## config.mk

```make
export PLATFORM = sky130hd
export DESIGN_NAME = add_64_iter
export DESIGN_NICKNAME = d
export VERILOG_FILES = /design/src/rtl/add_64_iter.sv
export SDC_FILE = /design/constraint.sdc
export NUM_CORES = 1
export LEC_CHECK = 0
export ABC_CLOCK_PERIOD_IN_PS = 5800
export BUFFER_PORTS_ARGS = -buffer_cell sky130_fd_sc_hd__buf_2
export CAP_MARGIN = 40
export CORE_MARGIN = 10
export CORE_UTILIZATION = 55
export CTS_CLUSTER_DIAMETER = 100
export CTS_CLUSTER_SIZE = 16
export DETAILED_ROUTE_END_ITERATION = 7
export HOLD_SLACK_MARGIN = 0.05
export PLACE_DENSITY_LB_ADDON = 0.2
export SLEW_MARGIN = 25
export SYNTH_ARGS = -nofsm -noshare
export SYNTH_HDL_FRONTEND = slang
export SYNTH_SLANG_ARGS = --single-unit
```

## constraint.sdc

```tcl
create_clock -name clk -period 5.8 [get_ports clk]
set_input_delay 0.87 -clock clk [delete_from_list [all_inputs] [get_ports clk]]
set_output_delay 0.87 -clock clk [all_outputs]
set_load 0.02 [all_outputs]
```

## src/rtl/add_64_iter.sv

```systemverilog
// add_64_iter: multi-cycle 64-bit signed adder, one SLICE_W-bit slice per
// cycle (LSB first) with a rippled carry, valid/ready on both sides.
// Optional subtract mode is enabled by defining ADD_64_ITER_SUB_EN, which
// adds a 'sub' input sampled with the operands.
module add_64_iter #(
   parameter  int SLICE_W = 8,
   localparam int NSLICE  = 64 / SLICE_W
) (
   input  logic        clk,
   input  logic        rst_n,
   input  logic        in_valid,
   output logic        in_ready,
   input  logic [63:0] a,
   input  logic [63:0] b,
`ifdef ADD_64_ITER_SUB_EN
   input  logic        sub,
`endif
   output logic        out_valid,
   input  logic        out_ready,
   output logic [63:0] sum,
   output logic        overflow,
   output logic        carry_out
);

   localparam int IDX_W = (NSLICE > 1) ? $clog2(NSLICE) : 1;

   typedef enum logic [1:0] {IDLE, RUN, DONE} state_t;

   state_t             state_q, state_nxt;
   logic [63:0]        a_q, b_q, sum_q, sum_nxt;
   logic               ovf_q, cout_q, carry_q;
   logic [IDX_W-1:0]   idx_q;
   logic               rdy_q;
   logic               sub_q;
   logic [SLICE_W-1:0] a_sl, b_sl, s_nxt;
   logic               c_nxt, last, accept, ovf_nxt;

   // rdy_q keeps in_ready low until the first clock after reset release
   assign in_ready  = rdy_q && (state_q == IDLE);
   assign out_valid = (state_q == DONE);
   assign accept    = in_valid && in_ready;
   assign last      = (idx_q == IDX_W'(NSLICE - 1));
   assign sum       = sum_q;
   assign overflow  = ovf_q;
   assign carry_out = cout_q;

   // One slice of the ripple add plus the overflow of the full result
   always_comb begin
      a_sl = a_q[int'(idx_q)*SLICE_W +: SLICE_W];
      b_sl = b_q[int'(idx_q)*SLICE_W +: SLICE_W];
      if (sub_q) b_sl = ~b_sl;
      {c_nxt, s_nxt} = {1'b0, a_sl} + {1'b0, b_sl} + {{SLICE_W{1'b0}}, carry_q};
      sum_nxt = sum_q;
      sum_nxt[int'(idx_q)*SLICE_W +: SLICE_W] = s_nxt;
      // subtraction overflows when operand signs differ (b is negated)
      if (sub_q)
         ovf_nxt = (a_q[63] != b_q[63]) && (sum_nxt[63] != a_q[63]);
      else
         ovf_nxt = (a_q[63] == b_q[63]) && (sum_nxt[63] != a_q[63]);
   end

   // State register
   always_ff @(posedge clk or negedge rst_n) begin
      if (!rst_n) state_q <= IDLE;
      else        state_q <= state_nxt;
   end

   // Next-state logic
   always_comb begin
      state_nxt = state_q;
      case (state_q)
         IDLE:    if (accept)    state_nxt = RUN;
         RUN:     if (last)      state_nxt = DONE;
         DONE:    if (out_ready) state_nxt = IDLE;
         default:                state_nxt = IDLE;
      endcase
   end

   // Operand capture, slice accumulation and result flags
   always_ff @(posedge clk or negedge rst_n) begin
      if (!rst_n) begin
         rdy_q   <= 1'b0;
         a_q     <= '0;
         b_q     <= '0;
         sub_q   <= 1'b0;
         sum_q   <= '0;
         ovf_q   <= 1'b0;
         cout_q  <= 1'b0;
         carry_q <= 1'b0;
         idx_q   <= '0;
      end else begin
         rdy_q <= 1'b1;
         if (state_q == IDLE && accept) begin
            a_q    <= a;
            b_q    <= b;
            sum_q  <= '0;
            ovf_q  <= 1'b0;
            cout_q <= 1'b0;
            idx_q  <= '0;
`ifdef ADD_64_ITER_SUB_EN
            // a-b = a + ~b + 1: the +1 enters as the initial carry
            sub_q   <= sub;
            carry_q <= sub;
`else
            sub_q   <= 1'b0;
            carry_q <= 1'b0;
`endif
         end else if (state_q == RUN) begin
            sum_q   <= sum_nxt;
            carry_q <= c_nxt;
            idx_q   <= idx_q + 1'b1;
            if (last) begin
               cout_q <= c_nxt;
               ovf_q  <= ovf_nxt;
            end
         end
      end
   end

endmodule

```

## Word level (Yosys, flattened, before mapping)

Cells that the tools add are included.

| word-level totals | value |
|---|---|
| bits in registers | 201 |
| input bits | 132 |
| output and inout bits | 68 |
| logic and storage cells | 51 |

| operators by class | value |
|---|---|
| $add $sub $neg | 4 |
| eq/ne operators | 8 |
| shift-type cells | 4 |
| mux-type cells | 17 |
| reductions and logical operators | 9 |

Operator list:

| kind | number |
|---|---|
| $mux W64 | 2 |
| $shiftx A64 B7 Y8 | 2 |
| $bwmux W64 | 1 |
| $shift A8 B33 Y64 const A | 1 |
| $shiftx A8 B33 Y64 | 1 |
| $neg A6 Y33 | 1 |
| $add A8 B8 Y9 | 1 |
| $add A9 B1 Y9 | 1 |
| $mux W1 | 8 |
| $mux W2 | 3 |
| $mux W3 | 2 |
| $pmux W2 S3 | 1 |
| $logic_and A1 B1 Y1 | 4 |
| $ne A2 B2 Y1 const B | 2 |
| $reduce_bool A2 Y1 | 2 |
| $add A3 B1 Y3 const B | 1 |
| $eq A3 B3 Y1 const B | 1 |
| $reduce_and A3 Y1 | 1 |
| $eq A2 B1 Y1 const B | 1 |
| $eq A2 B2 Y1 const B | 1 |
| $logic_not A2 Y1 | 1 |
| $ne A2 B1 Y1 const B | 1 |
| $reduce_and A2 Y1 | 1 |
| $eq A1 B1 Y1 | 1 |
| $ne A1 B1 Y1 | 1 |

## Longest topological paths before layout

| depth | value |
|---|---|
| depth in word-level cells | 10 |
| gate-level depth with buffers | 12 |
| mapped depth without buffers | 10 |

## Least setup slack after synthesis

OpenSTA, ideal clock, no wires.

| path | value |
|---|---|
| path kind | reg-to-reg |
| start | register idx_q[0] |
| end | register sum_q[14], in the netlist sum[14] |
| setup time | 0.121 ns |
| arrival time | 3.240 ns |
| required time | 5.679 ns |
| slack | 2.439 ns |
| cell stages (with the launch flop) | 13 |
| path buffers | 2 |
| period minus slack after synthesis | 3.361 ns |
| path through | dfrtp_1 > buf_6 > buf_2 > mux4_2 > mux2i_1 > fa_1 > inv_1 > fa_1 > a21o_1 > a211o_2 > a21oi_4 > xnor2_2 > a22o_1 |

| between the ends | value |
|---|---|
| longest elaborated chain between the ends | 7 |
| elaborated cells on any way between the ends | 10 |
| classes of those cells | 3 x add/sub; 4 x shift; 3 x mux |

Ends and longest elaborated chain:

| element | line | text |
|---|---|---|
| start: declaration | 32 | `logic [IDX_W-1:0] idx_q;` |
| start signal: assignment | 111 | `idx_q <= idx_q + 1'b1;` |
| $shiftx A64 B7 Y8, on equally long branches | 49, 50 |  |
| $add A8 B8 Y9 | 52 | `{c_nxt, s_nxt} = {1'b0, a_sl} + {1'b0, b_sl} + {{SLICE_W{1'b0}}, carry_q};` |
| $add A9 B1 Y9 | 52 |  |
| $shiftx A8 B33 Y64 | 54 | `sum_nxt[int'(idx_q)*SLICE_W +: SLICE_W] = s_nxt;` |
| $bwmux W64 (*) | 54 |  |
| $mux W64 (*) | 108 | `end else if (state_q == RUN) begin` |
| $mux W64 (*) | 93 | `if (state_q == IDLE && accept) begin` |
| end signal: assignment | 109 | `sum_q <= sum_nxt;` |
| end: declaration | 30 | `logic [63:0] a_q, b_q, sum_q, sum_nxt;` |

Every way passes the cells marked *; elsewhere a longest branch is shown, timed or not. The select of a mux whose other input is x is not followed.
A chain may end at the register's enable or synchronous reset.

## Final worst setup path

| path | value |
|---|---|
| start | register idx_q[0] |
| end | register sum_q[30], in the netlist sum[30] |

The elaborated chain is that of the path after synthesis.

==> flow_summary.json <==
{
  "wl_um": 23600,
  "cts_tree": "done",
  "cts_resized": 0,
  "ant_nets": 0,
  "period_minus_slack_ps": 3510,
  "grt_usage_pct": 20.8,
  "fin_crit_sh_pct": 60.5,
  "worstReg2RegStart": "idx_q[0]",
  "synth.distinct_cells": 60,
  "finClkSkew_ps": 30.7,
  "cp_slowest_cell": "dfrtp_2",
  "place_ws_ps": 1900,
  "syn_nets": 1058,
  "clock_latency_ps": 490,
  "hold_class": "in2async",
  "synth-seq-area-share_pct": 54.9,
  "end_kind": "flip-flop",
  "setup_slack_ps": 2290,
  "gp_congestion": 0.880,
  "p_leak_nw": 5.83,
  "final.setup.tns_ps": 0,
  "clockRootBuffer": "clkbuf_16",
  "worstPathArrival_ps": 3880,
  "worstMarginPinSlew_ps": 790,
  "switchingPower_mw": 3.25,
  "post-route-util_pct": 65.8,
  "placed_area_um2": 10300,
  "power.internal_mw": 4.05,
  "hold_viol": 0,
  "fillers": 1360,
  "syn_area_per_cell_um2": 10.1,
  "avgRoutedWirePerCell_um": 18.0,
  "place.detailed.hpwl_um": 17100,
  "cp_max_fo": 19,
  "criticalPathCategory": "reg2reg",
  "drc_errors": 0,
  "cp-startpoint": "idx_q[0]",
  "switching_share_pct": 44.5,
  "synthArstFlopShare_pct": 100,
  "cts.clk_slew.worst_paths_ps": 70,
  "area_delta_synth_final_pct": 18.2,
  "antenna_found_initial": 0,
  "startpoint_type": "flip-flop",
  "num_rows": 47,
  "postCtsSetupRepairBufs": 0,
  "drv_slew": 0,
  "clkPwrFrac_pct": 13.8,
  "die_area_um2": 22200,
  "die_width_um": 149,
  "setup-violations-final": 0,
  "viasPerCell": 5.37,
  "drt_iter0_drc": 523,
  "slew_headroom_pct": 47.1,
  "critical-path-top-delay-family": "compound AO/OA/AOI/OAI gates",
  "final_common_cell": "nand2_1",
  "grt_pass1_vias": 7309,
  "num_vias": 7050,
  "synth_edf_count": 0,
  "synth-main-ff-cell": "dfrtp_1",
  "drive_above_1_share_pct": 26.6,
  "cts_hold_buf": 0,
  "io_pins": 200,
  "yosys_warnings": 0,
  "grt-ovfl-total": 0,
  "maxCapViolCount": 0,
  "seqPwrFrac_pct": 33.7,
  "die_y_um": 149,
  "path_cells": "buf_12 > mux4_2 > mux2i_1 > fa_1 > inv_1 > fa_1 > a21o_1 > a211o_2 > a21oi_4 > xnor2_2 > a22o_1",
  "outcome": "completed",
  "vdd_drop_max_uv": 481,
  "cts_sinks": 201,
  "initial_utilization_pct": 55.7,
  "cts_max_path_buffers": 3,
  "synthesis.area_um2": 9170,
  "comb_power_share_pct": 52.5,
  "fmax_mhz": 285,
  "core-area_um2": 16500,
  "grt_pass1_wl_um": 37400,
  "diodes": 0,
  "p_per_area_nw_per_um2": 674,
  "cts_max_level": 1,
  "ys_ff_latch": 201,
  "fin_nets": 1239,
  "required_ps": 6170,
  "rsz0062_at_grt": "no",
  "cp_slowest_stage_delay_ps": 570,
  "syn_inst": 910,
  "grt_max_degree": 107,
  "cts_made_buffers": 16,
  "critPathBufInv": 2,
  "layout_common_cells": "nand2_1, dfrtp_1, buf_2",
  "path_common_cell": "fa_1",
  "drt_first_pass_iters": 5,
  "reg2reg_slack_ps": 2290,
  "io_buffers": 199,
  "finalInstanceArea_um2": 10800
}
-- kinds of logic (layout without fill, tap and decap cells) --
logic type	Yosys count	in the layout	share of synthesized area (%)
adder cells (fa/ha/maj)	16	16	2.35
AND/OR/NAND/NOR	493	493	22.1
other	1	1	0.0409
flip-flops	201	201	54.9
AO/OA/AOI/OAI	99	99	8.42
XOR/XNOR	9	9	1.02
buffers and inverters	57	240	3.06
multiplexers	34	34	8.08
-- through the flow --
stage | std cells | power (mW) | hold slack [ps]
3_3_place_gp | 1286 | 6.15 | 452
2_1_floorplan | 910 | 5.06 | 440
5_1_grt | 1313 | 7.81 | 235
3_5_place_dp | 1287 | 6.26 | 459
4_1_cts | 1307 | 7.28 | 477
6_report | 1313 | 7.30 | 237
-- worst register-to-register path: stages, from the launching register on --
cell     delay [ps]
dfrtp_2         570
buf_12          240
mux4_2          550
mux2i_1         200
fa_1            210
inv_1            50
fa_1            450
a21o_1          230
a211o_2         330
a21oi_4         190
xnor2_2         150
a22o_1          250
-- final timing paths --
kind	to	depth (start not counted)
worst min register to register	a_q[60]	2
worst min-delay path	sum[6]	1
worst max-delay path	sum[30]	11
max in group asynchronous	b_q[11]	4
worst max register to register	sum[30]	11
min in group clk	a_q[60]	2
-- synthesized netlist by cell type, types with 5 or more instances --
library cell  instances  area [µm²]
a21oi_2               5        43.8
a22o_1               48         420
buf_2                21         105
clkbuf_1             16        60.1
dfrtp_1             201        5030
ha_1                 14         175
inv_1                 8        30.0
mux4_2               32         721
nand2_1             436        1640
nand3_1              23         115
nor2_1                5        18.8
o21ai_0              17        85.1
o21ai_1               8        40.0
-- area by class of cell --
type                    instances  area (µm²)  area share, %
flip-flops and latches        201        5030           46.5
well taps                     220         275           2.54
clock inverters                 1        8.76         0.0809
inverters                       9        33.8          0.312
multi-input cells             652        3860           35.7
clock buffers                  19         433           4.00
repair buffers                211        1180           10.9
-- power groups by stage --
stage | sequential (mW) | clock (mW) | combinational [mW]
finish | 2.46 | 1.01 | 3.83
global route | 2.54 | 1.08 | 4.19
floorplan | 2.53 | 0 | 2.53
detailed placement | 2.52 | 0 | 3.74
global placement | 2.54 | 0 | 3.61
CTS | 2.50 | 1.02 | 3.76
-- metal layers --
metal	share of wire, %	GRT usage (%)	routed length [µm]
met5	0	0	0
met4	2.9	6.77	688
met3	6.8	4.46	1600
met2	47	33.7	11200
met1	43	27.3	10200
-- sequential cells by signal (all words and copies together), names as in the netlist --
register   flops
a_q           64
b_q           64
carry_out      1
carry_q        1
idx_q          3
overflow       1
rdy_q          1
state_q        2
sum           64
Power figures use the tool's default switching activity.
